**config.mk**
```make
export PLATFORM = sky130hd
export DESIGN_NAME = hcn_core
export DESIGN_NICKNAME = d
export VERILOG_FILES = /design/src/rtl/hcn_pkg.sv /design/src/rtl/hcn_alu.sv /design/src/rtl/hcn_core.sv
export SDC_FILE = /design/constraint.sdc
export NUM_CORES = 1
export LEC_CHECK = 0
export CAP_MARGIN = 15
export CORE_MARGIN = 10
export CORE_UTILIZATION = 51
export DETAILED_ROUTE_END_ITERATION = 16
export PLACE_DENSITY = 0.71
export SYNTH_ARGS = -nofsm -noshare
export SYNTH_HDL_FRONTEND = slang
export SYNTH_SLANG_ARGS = --single-unit
export TNS_END_PERCENT = 30
```
**constraint.sdc**
```tcl
create_clock -name clk -period 3.9 [get_ports clk]
set_input_delay 0.39 -clock clk [delete_from_list [all_inputs] [get_ports clk]]
set_output_delay 0.39 -clock clk [all_outputs]
set_load 0.01 [all_outputs]
```
**src/rtl/hcn_pkg.sv**
```systemverilog
// Shared opcode, condition and FSM definitions for the hcn accumulator-stack core.
package hcn_pkg;

  typedef enum logic [1:0] {ST_FETCH, ST_EXEC, ST_HALT} state_e;

  // store-group ALU operations (instruction bits [6:4])
  localparam logic [2:0] OP_SC  = 3'd0;
  localparam logic [2:0] OP_ADD = 3'd1;
  localparam logic [2:0] OP_SUB = 3'd2;
  localparam logic [2:0] OP_AND = 3'd3;
  localparam logic [2:0] OP_OR  = 3'd4;
  localparam logic [2:0] OP_XOR = 3'd5;
  localparam logic [2:0] OP_NOT = 3'd6;
  localparam logic [2:0] OP_SA  = 3'd7;

  // upper-nibble groups
  localparam logic [3:0] GRP_LDBA = 4'h8;
  localparam logic [3:0] GRP_LDR  = 4'h9;
  localparam logic [3:0] GRP_LI   = 4'hA;

  localparam logic [7:0] INS_HLT = 8'hB0;
  localparam logic [7:0] INS_NOP = 8'hC0;

  // jump conditions (instruction bits [2:0]); 001 and 11x are never taken
  localparam logic [2:0] CC_JP  = 3'd0;
  localparam logic [2:0] CC_JC  = 3'd2;
  localparam logic [2:0] CC_JNC = 3'd3;
  localparam logic [2:0] CC_JZ  = 3'd4;
  localparam logic [2:0] CC_JNZ = 3'd5;

endpackage

```
**src/rtl/hcn_alu.sv**
```systemverilog
// Combinational ALU for the store group; carry is only meaningful for ADD/SUB.
module hcn_alu
  import hcn_pkg::*;
#(
  parameter int DW = 4
) (
  input  logic [DW-1:0] a,
  input  logic [DW-1:0] b,
  input  logic [2:0]    op,
  output logic [DW-1:0] result,
  output logic          carry
);

  logic [DW:0] sum;

  // SUB is A + ~B + 1 so carry=1 means no borrow; SC is muxed in by the core
  always_comb begin
    sum    = '0;
    result = a;
    carry  = 1'b0;
    case (op)
      OP_ADD: begin
        sum    = {1'b0, a} + {1'b0, b};
        result = sum[DW-1:0];
        carry  = sum[DW];
      end
      OP_SUB: begin
        sum    = {1'b0, a} + {1'b0, ~b} + (DW+1)'(1);
        result = sum[DW-1:0];
        carry  = sum[DW];
      end
      OP_AND:  result = a & b;
      OP_OR:   result = a | b;
      OP_XOR:  result = a ^ b;
      OP_NOT:  result = ~a;
      OP_SA:   result = a;
      default: result = a;
    endcase
  end

endmodule

```
**src/rtl/hcn_core.sv**
```systemverilog
// hcn_core: tiny stack machine, FETCH/EXEC/HALT, byte instructions, local RAM.
module hcn_core
  import hcn_pkg::*;
#(
  parameter  int DW  = 4,
  parameter  int SD  = 3,
  parameter  int RAW = 2*DW,
  localparam int PCW = 3*DW
) (
  input  logic           clk,
  input  logic           nReset,
  output logic           imem_req,
  output logic [PCW-1:0] imem_addr,
  input  logic [7:0]     imem_data,
  input  logic           imem_valid,
  output logic [PCW-1:0] pc_out,
  output logic [DW-1:0]  stk_a_out,
  output logic [DW-1:0]  stk_b_out,
  output logic [DW-1:0]  stk_c_out,
  output logic [1:0]     flags_out,
  output logic           halted
);

  state_e                state, state_nxt;
  logic [7:0]            ir;
  logic [PCW-1:0]        pc, pc_nxt;
  logic [SD-1:0][DW-1:0] stk, stk_shift;
  logic                  carry, zero;
  logic [DW-1:0]         ram [2**RAW];

  logic           exec, is_store, is_ldba, is_ldr, is_li, is_hlt, is_jmp, push, take;
  logic [RAW-1:0] rd_addr, wr_addr;
  logic [DW-1:0]  push_val, alu_res, store_val;
  logic           alu_carry;

  assign exec     = (state == ST_EXEC);
  assign is_store = ~ir[7];
  assign is_ldba  = (ir[7:4] == GRP_LDBA);
  assign is_ldr   = (ir[7:4] == GRP_LDR);
  assign is_li    = (ir[7:4] == GRP_LI);
  assign is_hlt   = (ir == INS_HLT);
  assign is_jmp   = (ir[7:5] == 3'b111);
  assign push     = exec & (is_ldba | is_ldr | is_li);

  assign rd_addr  = is_ldba ? RAW'({stk[1], stk[0]}) : RAW'(ir[3:0]);
  assign wr_addr  = RAW'(ir[3:0]);
  assign push_val = is_li ? DW'(ir[3:0]) : ram[rd_addr];

  hcn_alu #(.DW(DW)) u_alu (
    .a      (stk[0]),
    .b      (stk[1]),
    .op     (ir[6:4]),
    .result (alu_res),
    .carry  (alu_carry)
  );

  assign store_val = (ir[6:4] == OP_SC) ? stk[2] : alu_res;

  // new level k is old level k-1; level 0 takes the pushed value
  for (genvar k = 0; k < SD; k++) begin : g_lvl
    if (k == 0) begin : g_top
      assign stk_shift[k] = push_val;
    end else begin : g_below
      assign stk_shift[k] = stk[k-1];
    end
  end

  // jump condition from flags as held on entry to EXEC
  always_comb begin
    take = 1'b0;
    case (ir[2:0])
      CC_JP:   take = 1'b1;
      CC_JC:   take = carry;
      CC_JNC:  take = ~carry;
      CC_JZ:   take = zero;
      CC_JNZ:  take = ~zero;
      default: take = 1'b0;
    endcase
  end

  // next pc: HLT freezes, taken jump loads {C,B,A}, otherwise wrap-around increment
  always_comb begin
    pc_nxt = pc + PCW'(1);
    if (is_hlt)              pc_nxt = pc;
    else if (is_jmp && take) pc_nxt = {stk[2], stk[1], stk[0]};
  end

  // FSM next state and fetch request
  always_comb begin
    state_nxt = state;
    imem_req  = 1'b0;
    case (state)
      ST_FETCH: begin
        imem_req = 1'b1;
        if (imem_valid) state_nxt = ST_EXEC;
      end
      ST_EXEC: state_nxt = is_hlt ? ST_HALT : ST_FETCH;
      ST_HALT: state_nxt = ST_HALT;
      default: state_nxt = ST_FETCH;
    endcase
  end

  // architectural state; all updates commit in the single EXEC cycle
  always_ff @(posedge clk or negedge nReset) begin
    if (!nReset) begin
      state <= ST_FETCH;
      ir    <= INS_NOP;
      pc    <= '0;
      stk   <= '0;
      carry <= 1'b0;
      zero  <= 1'b0;
    end else begin
      state <= state_nxt;
      if (state == ST_FETCH && imem_valid) ir <= imem_data;
      if (exec) pc <= pc_nxt;
      if (push) stk <= stk_shift;
      if (exec && is_store) begin
        zero <= (store_val == '0);
        if (ir[6:4] == OP_ADD || ir[6:4] == OP_SUB) carry <= alu_carry;
      end
    end
  end

  // data RAM, deliberately not reset
  always_ff @(posedge clk) begin
    if (exec && is_store) ram[wr_addr] <= store_val;
  end

  assign imem_addr = pc;
  assign pc_out    = pc;
  assign stk_a_out = stk[0];
  assign stk_b_out = stk[1];
  assign stk_c_out = stk[2];
  assign flags_out = {carry, zero};
  assign halted    = (state == ST_HALT);

endmodule

```
# After elaboration in Yosys (flattened, before gate mapping)

Memories as Yosys holds them, arrays and structs flattened.
Index checks and enable logic that the tools add are counted.

Bits in registers: 36
RAM bits: 1,024
Input port bits: 11
Output and inout port bits: 40
Logic and storage cells: 66
Memories: 1

$add $sub $neg: 4
Equality and inequality tests: 18
Multiplexer cells: 13
Bitwise operators: 12
Reductions and logical operators: 10

Memory list:

| name | words | bits a word | read ports | clocked after memory_dff | wr ports | RTL line       | source |
|---|---|---|---|---|---|---|---|
| ram  | 256   | 4           | 1          | 0                        | 1        | hcn_core.sv:29 | `logic [DW-1:0] ram [2**RAW];` |

Operators with widths:

| operator                                                         | count |
|---|---|
| 4-bit case mux with 6 select lines                               | 1 |
| 3-bit == test (second input constant)                            | 6 |
| 12-bit by 1-bit adder with 12-bit output (second input constant) | 1 |
| 3-bit by 2-bit == test with 1-bit output (second input constant) | 4 |
| 4-bit == test (second input constant)                            | 3 |
| 12-bit 2-to-1 mux                                                | 1 |
| 4-bit by 4-bit adder with 5-bit output                           | 2 |
| 8-bit == test (second input constant)                            | 1 |
| 4-bit 2-to-1 mux                                                 | 2 |
| 8-bit 2-to-1 mux                                                 | 1 |
| 4-bit NOT                                                        | 2 |
| 3-bit zero test                                                  | 2 |
| 2-bit case mux with 3 select lines                               | 1 |
| 5-bit by 1-bit adder with 5-bit output (second input constant)   | 1 |
| 1-bit case mux with 5 select lines                               | 1 |
| 4-bit AND                                                        | 1 |
| 4-bit zero test                                                  | 1 |
| 2-bit 2-to-1 mux                                                 | 2 |
| 1-bit NOT                                                        | 4 |
| 4-bit bitwise OR                                                 | 1 |
| 2-bit AND reduction                                              | 2 |
| 4-bit bitwise XOR                                                | 1 |
| 3-bit by 1-bit == test with 1-bit output (second input constant) | 1 |
| 1-bit logical AND                                                | 3 |
| other kinds (9)                                                  | 12 |

# Longest topological paths before layout

Depth in word-level cells: 6
Depth in mapped cells: 9
Depth with buffers taken out: 9

# Modules after synthesis

From an unflattened synthesis, not the netlist that was laid out.

Cell total of the unflattened synthesis: 509
Area, all modules: 5,365.1 um^2

Modules (own cells, without submodules):

| module   | times used | cells each | area an instance (um^2) | seq. area each (um^2) |
|---|---|---|---|---|
| hcn_core | 1          | 412        | 4,680.7                 | 2,825.2 |
| hcn_alu  | 1          | 97         | 684.4                   | 0.0 |

# Worst setup path before layout

No wires, ideal clock.

Path kind: register to register
From: register stk (netlist bit stk_a_out[0])
To: memory ram[0][1] (data pin)
Setup time: 0.359 ns
Data arrival time: 2.597 ns
Data required time: 3.541 ns
Slack: 0.944 ns
Cell stages (with the launch flop): 9
Path buffers: 0
Clock period less this slack: 2.956 ns
Cell sequence: dfrtp_1 > inv_1 > ha_1 > fa_1 > nor2_1 > a21oi_1 > nor3_1 > o32ai_1 > a221oi_1

Longest elaborated chain between the ends: 4
Elaborated cells on any way between the ends: 5
Classes of those cells: add/sub: 3; mux: 2

RTL lines:

| what                                   | RTL line        | source |
|---|---|---|
| from (decl)                            | hcn_core.sv:27  | `logic [SD-1:0][DW-1:0] stk, stk_shift;` |
| from (signal assigned)                 | hcn_core.sv:116 | `if (push) stk <= stk_shift;` |
| 4-bit by 4-bit adder with 5-bit output | hcn_alu.sv:28   | `sum = {1'b0, a} + {1'b0, ~b} + (DW+1)'(1);` |
| 5-bit by 1-bit adder with 5-bit output | hcn_alu.sv:28   |  |
| 4-bit case mux with 6 select lines (*) | hcn_alu.sv:21   | `case (op)` |
| 4-bit 2-to-1 mux (*)                   | hcn_core.sv:57  | `assign store_val = (ir[6:4] == OP_SC) ? stk[2] : alu_res;` |
| via store_val[1]                       | hcn_core.sv:33  | `logic [DW-1:0] push_val, alu_res, store_val;` |
| to (decl)                              | hcn_core.sv:29  |  |

Mark *: on every way through the listed nets, which the timed path passes. The rest lies on a longest branch.

# Worst setup path in the final report

From: register stk (netlist bit stk_a_out[0])
To: register zero

Longest elaborated chain between the ends: 5
Elaborated cells on any way between the ends: 10
Classes of those cells: add/sub: 3; mux: 2; bitwise: 4; reduce/logical: 1

RTL lines:

| what                                   | RTL line        | source |
|---|---|---|
| 4-bit by 4-bit adder with 5-bit output | hcn_alu.sv:28   |  |
| 5-bit by 1-bit adder with 5-bit output | hcn_alu.sv:28   |  |
| 4-bit case mux with 6 select lines (*) | hcn_alu.sv:21   |  |
| 4-bit 2-to-1 mux (*)                   | hcn_core.sv:57  |  |
| via store_val[2]                       | hcn_core.sv:33  |  |
| 4-bit zero test (*)                    | hcn_core.sv:118 | `zero <= (store_val == '0);` |
| to (signal assigned)                   | hcn_core.sv:118 |  |
| to (decl)                              | hcn_core.sv:28  | `logic carry, zero;` |

Marked as above.
A chain may end at the register's enable or synchronous reset.

==> summary.txt <==
Layout
  – Fin area: 5879 sq um
  – Final Net Count: 509
  – Layout cell share with drive strength beyond 1: 9.016%
  – Final non-filler cell total: 621
  – Fill cells: 846
  – Area Overhead vs Synth: 13.78%
  – Final core utilization: 59.88%
  – # diodes: 0

Clocking
  – CTS tree: done
  – Skew-Pair Late Insertion Delay: 360 ps
  – Max Root-Sink Buffers: 2
  – Post-cts repair resize count: 0
  – Clk slew on worst S/H paths: 110 ps
  – Htree depth: 3
  – Clk sinks: 100
  – Total CTS buffers: 9
  – Hold Buf Count CTS: 0
  – Setup bufs post-CTS: 0
  – Clock Tree Root: clkbuf_8

Power and ir drop
  – Power Internal: 2.484 mW
  – Sw Share: 37.74%
  – Comb power frac: 40.4%
  – Sw power: 1.505 mW
  – PwrDens: 678.5 nW/um^2
  – LEAKAGE: 2.189 nW
  – Clock share of power: 17.5%
  – Seq pwr share: 42.2%
  – VDD IR-drop max: 0.0003032 V

Yosys
  – Post-synthesis xor/xnor area fraction: 0.5085%
  – Post-synthesis adder-cell area fraction: 3.923%
  – Cell area after synthesis: 5167 sq um
  – Number of synthesized flops with an enable pin: 64
  – Mapped Cells: 452
  – Yosys synthesis warning count: 0
  – Simple-gate area share of the yosys netlist: 11.84%
  – #FFs+latches synth: 100
  – Post-synth top flop: edfxtp_1
  – Largest family of logic cells by synthesized area: compound AO/OA/AOI/OAI gates
  – Multiplexer area fraction after synthesis: 9.734%
  – Mapped Avg Cell Area: 11.43 sq um
  – Post-synthesis sequential area ratio: 54.67%
  – Asr flop ratio synth: 36.00%
  – Synth Area in Compound Gates: 13.80%
  – Yosys cell types: 54
  – Syn_nets: 478

Setup path
  – FF-to-FF path depth: 10
  – Worst R2R Start: stk_a_out[0]$_DFFE_PN0P_
  – R2R Path End: zero$_DFFE_PN0P_
  – Worst path required time: 4160 ps
  – WP data arrival: 3130 ps
  – Critical path class: flop to flop
  – CP Max Fanout: 17
  – Critical Path Source Type: flop
  – Worst R2R Setup Slack: 1030 ps
  – Worst Setup End Kind: flop

Global routing
  – Initial antenna violation count: 0
  – Total Routing Usage GR: 16.29%
  – Grt total ovfl: 0
  – Vias in the first global route: 3,557
  – Largest net degree at the start of global routing: 37
  – Global-route wire length before repair: 18,770 um

Floorplan
  – Initial Utilization: 52.62%
  – Die width: 120.7 um
  – Ports: 51
  – Core Area: 9819 sq um
  – Die area: 14,560 sq um
  – Die H: 120.7 um
  – # rows: 36

Timing
  – Setup violators final: 0
  – Final hold slack: 116.1 ps
  – Worst Tran Pin Value: 848.1 ps
  – Max Fclk: 348.2 MHz
  – Final Hold Viols: 0
  – RSZ-0062 raised after global routing: false
  – Post-route minimum period: 2872 ps
  – Clk_skew: 13.82 ps
  – Final worst-path cycle share: 73.63%
  – Slew Viols, Final: 0
  – Relative slew slack: 43.46%
  – Sum Neg Setup Slack: 0 ps

Route
  – Routed WL: 11,860 um
  – Drt via density: 5.915
  – Pre-antenna DRT Iters: 5
  – Wire per inst: 19.10 um
  – Via count: 3,673
  – Final ANT Viol Nets: 0
  – DR DRC count: 0
  – DR iter-0 viols: 338

Job
  – Max Cap Violations: 0

Placement
  – GP Congestion: 0.8535
  – Placed cell count: 605
  – Dpl cell area: 5664 sq um
  – DP HPWL: 8512 um
  – Number of port buffers: 50

Status
  – Status: finished, final reports clean

Min path
  – Hold Path Class: input port to async pin
[how the worst max path moves through the flow]
| stage | start | to | slack, ps |
|---|---|---|---|
| after detailed placement | stk_a_out[0]$_DFFE_PN0P_ | zero$_DFFE_PN0P_ | 1040 |
| after CTS | stk_a_out[0]$_DFFE_PN0P_ | zero$_DFFE_PN0P_ | 1020 |
| final | stk_a_out[0]$_DFFE_PN0P_ | zero$_DFFE_PN0P_ | 1030 |
| after floorplan | stk_a_out[0]$_DFFE_PN0P_ | ram[0][1]$_DFFE_PP_ | 940 |
| after global placement | stk_a_out[0]$_DFFE_PN0P_ | zero$_DFFE_PN0P_ | 1120 |
| after global routing | stk_a_out[0]$_DFFE_PN0P_ | zero$_DFFE_PN0P_ | 830 |
[cells in the mapped netlist (4+ instances only)]
cell	instances	area, sq um
clkbuf_1	13	48.80
buf_4	14	105.1
ha_1	13	162.7
nor3_1	11	55.05
and3_1	4	25.02
nand3_1	12	60.06
a21oi_1	36	180.2
o22a_1	5	43.79
edfxtp_1	64	1922
dfrtp_1	34	850.8
nand2_1	24	90.09
nor3b_1	4	30.03
a2111oi_2	4	60.06
mux2_2	8	90.09
o21ai_0	27	135.1
nor2b_1	4	25.02
nor2_1	38	142.6
nand2b_1	6	37.54
inv_1	15	56.30
a22oi_1	17	127.6
buf_2	6	30.03
mux2i_1	39	390.4
[registers in the layout, summed over array words and instances, names as in the netlist, 2 cells and up]
signal     count
ram           64
imem_addr     12
ir             8
stk_a_out      4
stk_b_out      4
stk_c_out      4
state          2
[metrics by stage]
stage          power (mW)  worst slack [ps]
4_1_cts             4.012              1018
3_5_place_dp        3.316              1043
3_3_place_gp        3.274              1125
5_1_grt             4.248             830.9
6_report            3.989              1028
2_1_floorplan       2.650             944.4
[per-layer routing]
metal  global-route usage [%]  wire length (um)
met1                    19.77              4837
met2                    27.26              5782
met3                    4.235               926
met4                    6.109               313
met5                        0                 0
[kinds of logic (layout without fill, tap and decap cells)]
| group | Yosys count | after routing |
|---|---|---|
| simple gates | 121 | 121 |
| flops | 100 | 100 |
| compound gates | 111 | 111 |
| mux | 48 | 48 |
| xor+xnor | 3 | 3 |
| buf+inv | 54 | 90 |
| fa+ha+maj | 15 | 15 |
[cell type report]
| class | count | area, sq um | area share (%) |
|---|---|---|---|
| Clock buffer | 9 | 123.9 | 2.107 |
| Timing Repair Buffer | 58 | 555.5 | 9.449 |
| Tap cell | 133 | 166.4 | 2.830 |
| Clock inverter | 7 | 91.34 | 1.554 |
| Sequential cell | 100 | 2825 | 48.05 |
| Inverter | 16 | 60.06 | 1.021 |
| Multi-Input combinational cell | 298 | 2057 | 34.99 |
[cell usage in the layout, fill, tap and decap left out, drive strengths merged, types with 3 or more instances in the layout]
master,count
buf,9
nand2b,6
or4,3
inv,19
nor2b,4
and3,4
o22ai,3
nand3,12
o21bai,3
o21ai,27
nand2,24
nor3,11
a22oi,17
nand3b,3
a31oi,3
o22a,5
a2111oi,5
nor2,38
mux2i,40
mux2,8
a21oi,36
nor3b,4
edfxtp,64
clkdlybuf4s50,49
ha,13
clkbuf,9
and2,3
dfrtp,34
[power by group through the flow]
stage / Combinational, mW / Sequential, mW / Clock [mW]
CTS: 1.62 / 1.68 / 0.711
floorplan: 0.985 / 1.67 / 0
global route: 1.77 / 1.71 / 0.765
global placement: 1.58 / 1.69 / 0
detailed placement: 1.61 / 1.70 / 0
finish: 1.61 / 1.68 / 0.696
[critical path, cell delays in order, from the launching register on]
cell and delay [ps]:
dfrtp_1 480, inv_1 170, ha_1 250, fa_1 410, xor2_1 150, o21ai_0 150
o22a_1 150, a211oi_1 60, buf_4 210, or4_1 500, o32ai_1 240
No activity file was read; power rests on OpenSTA's default activity.
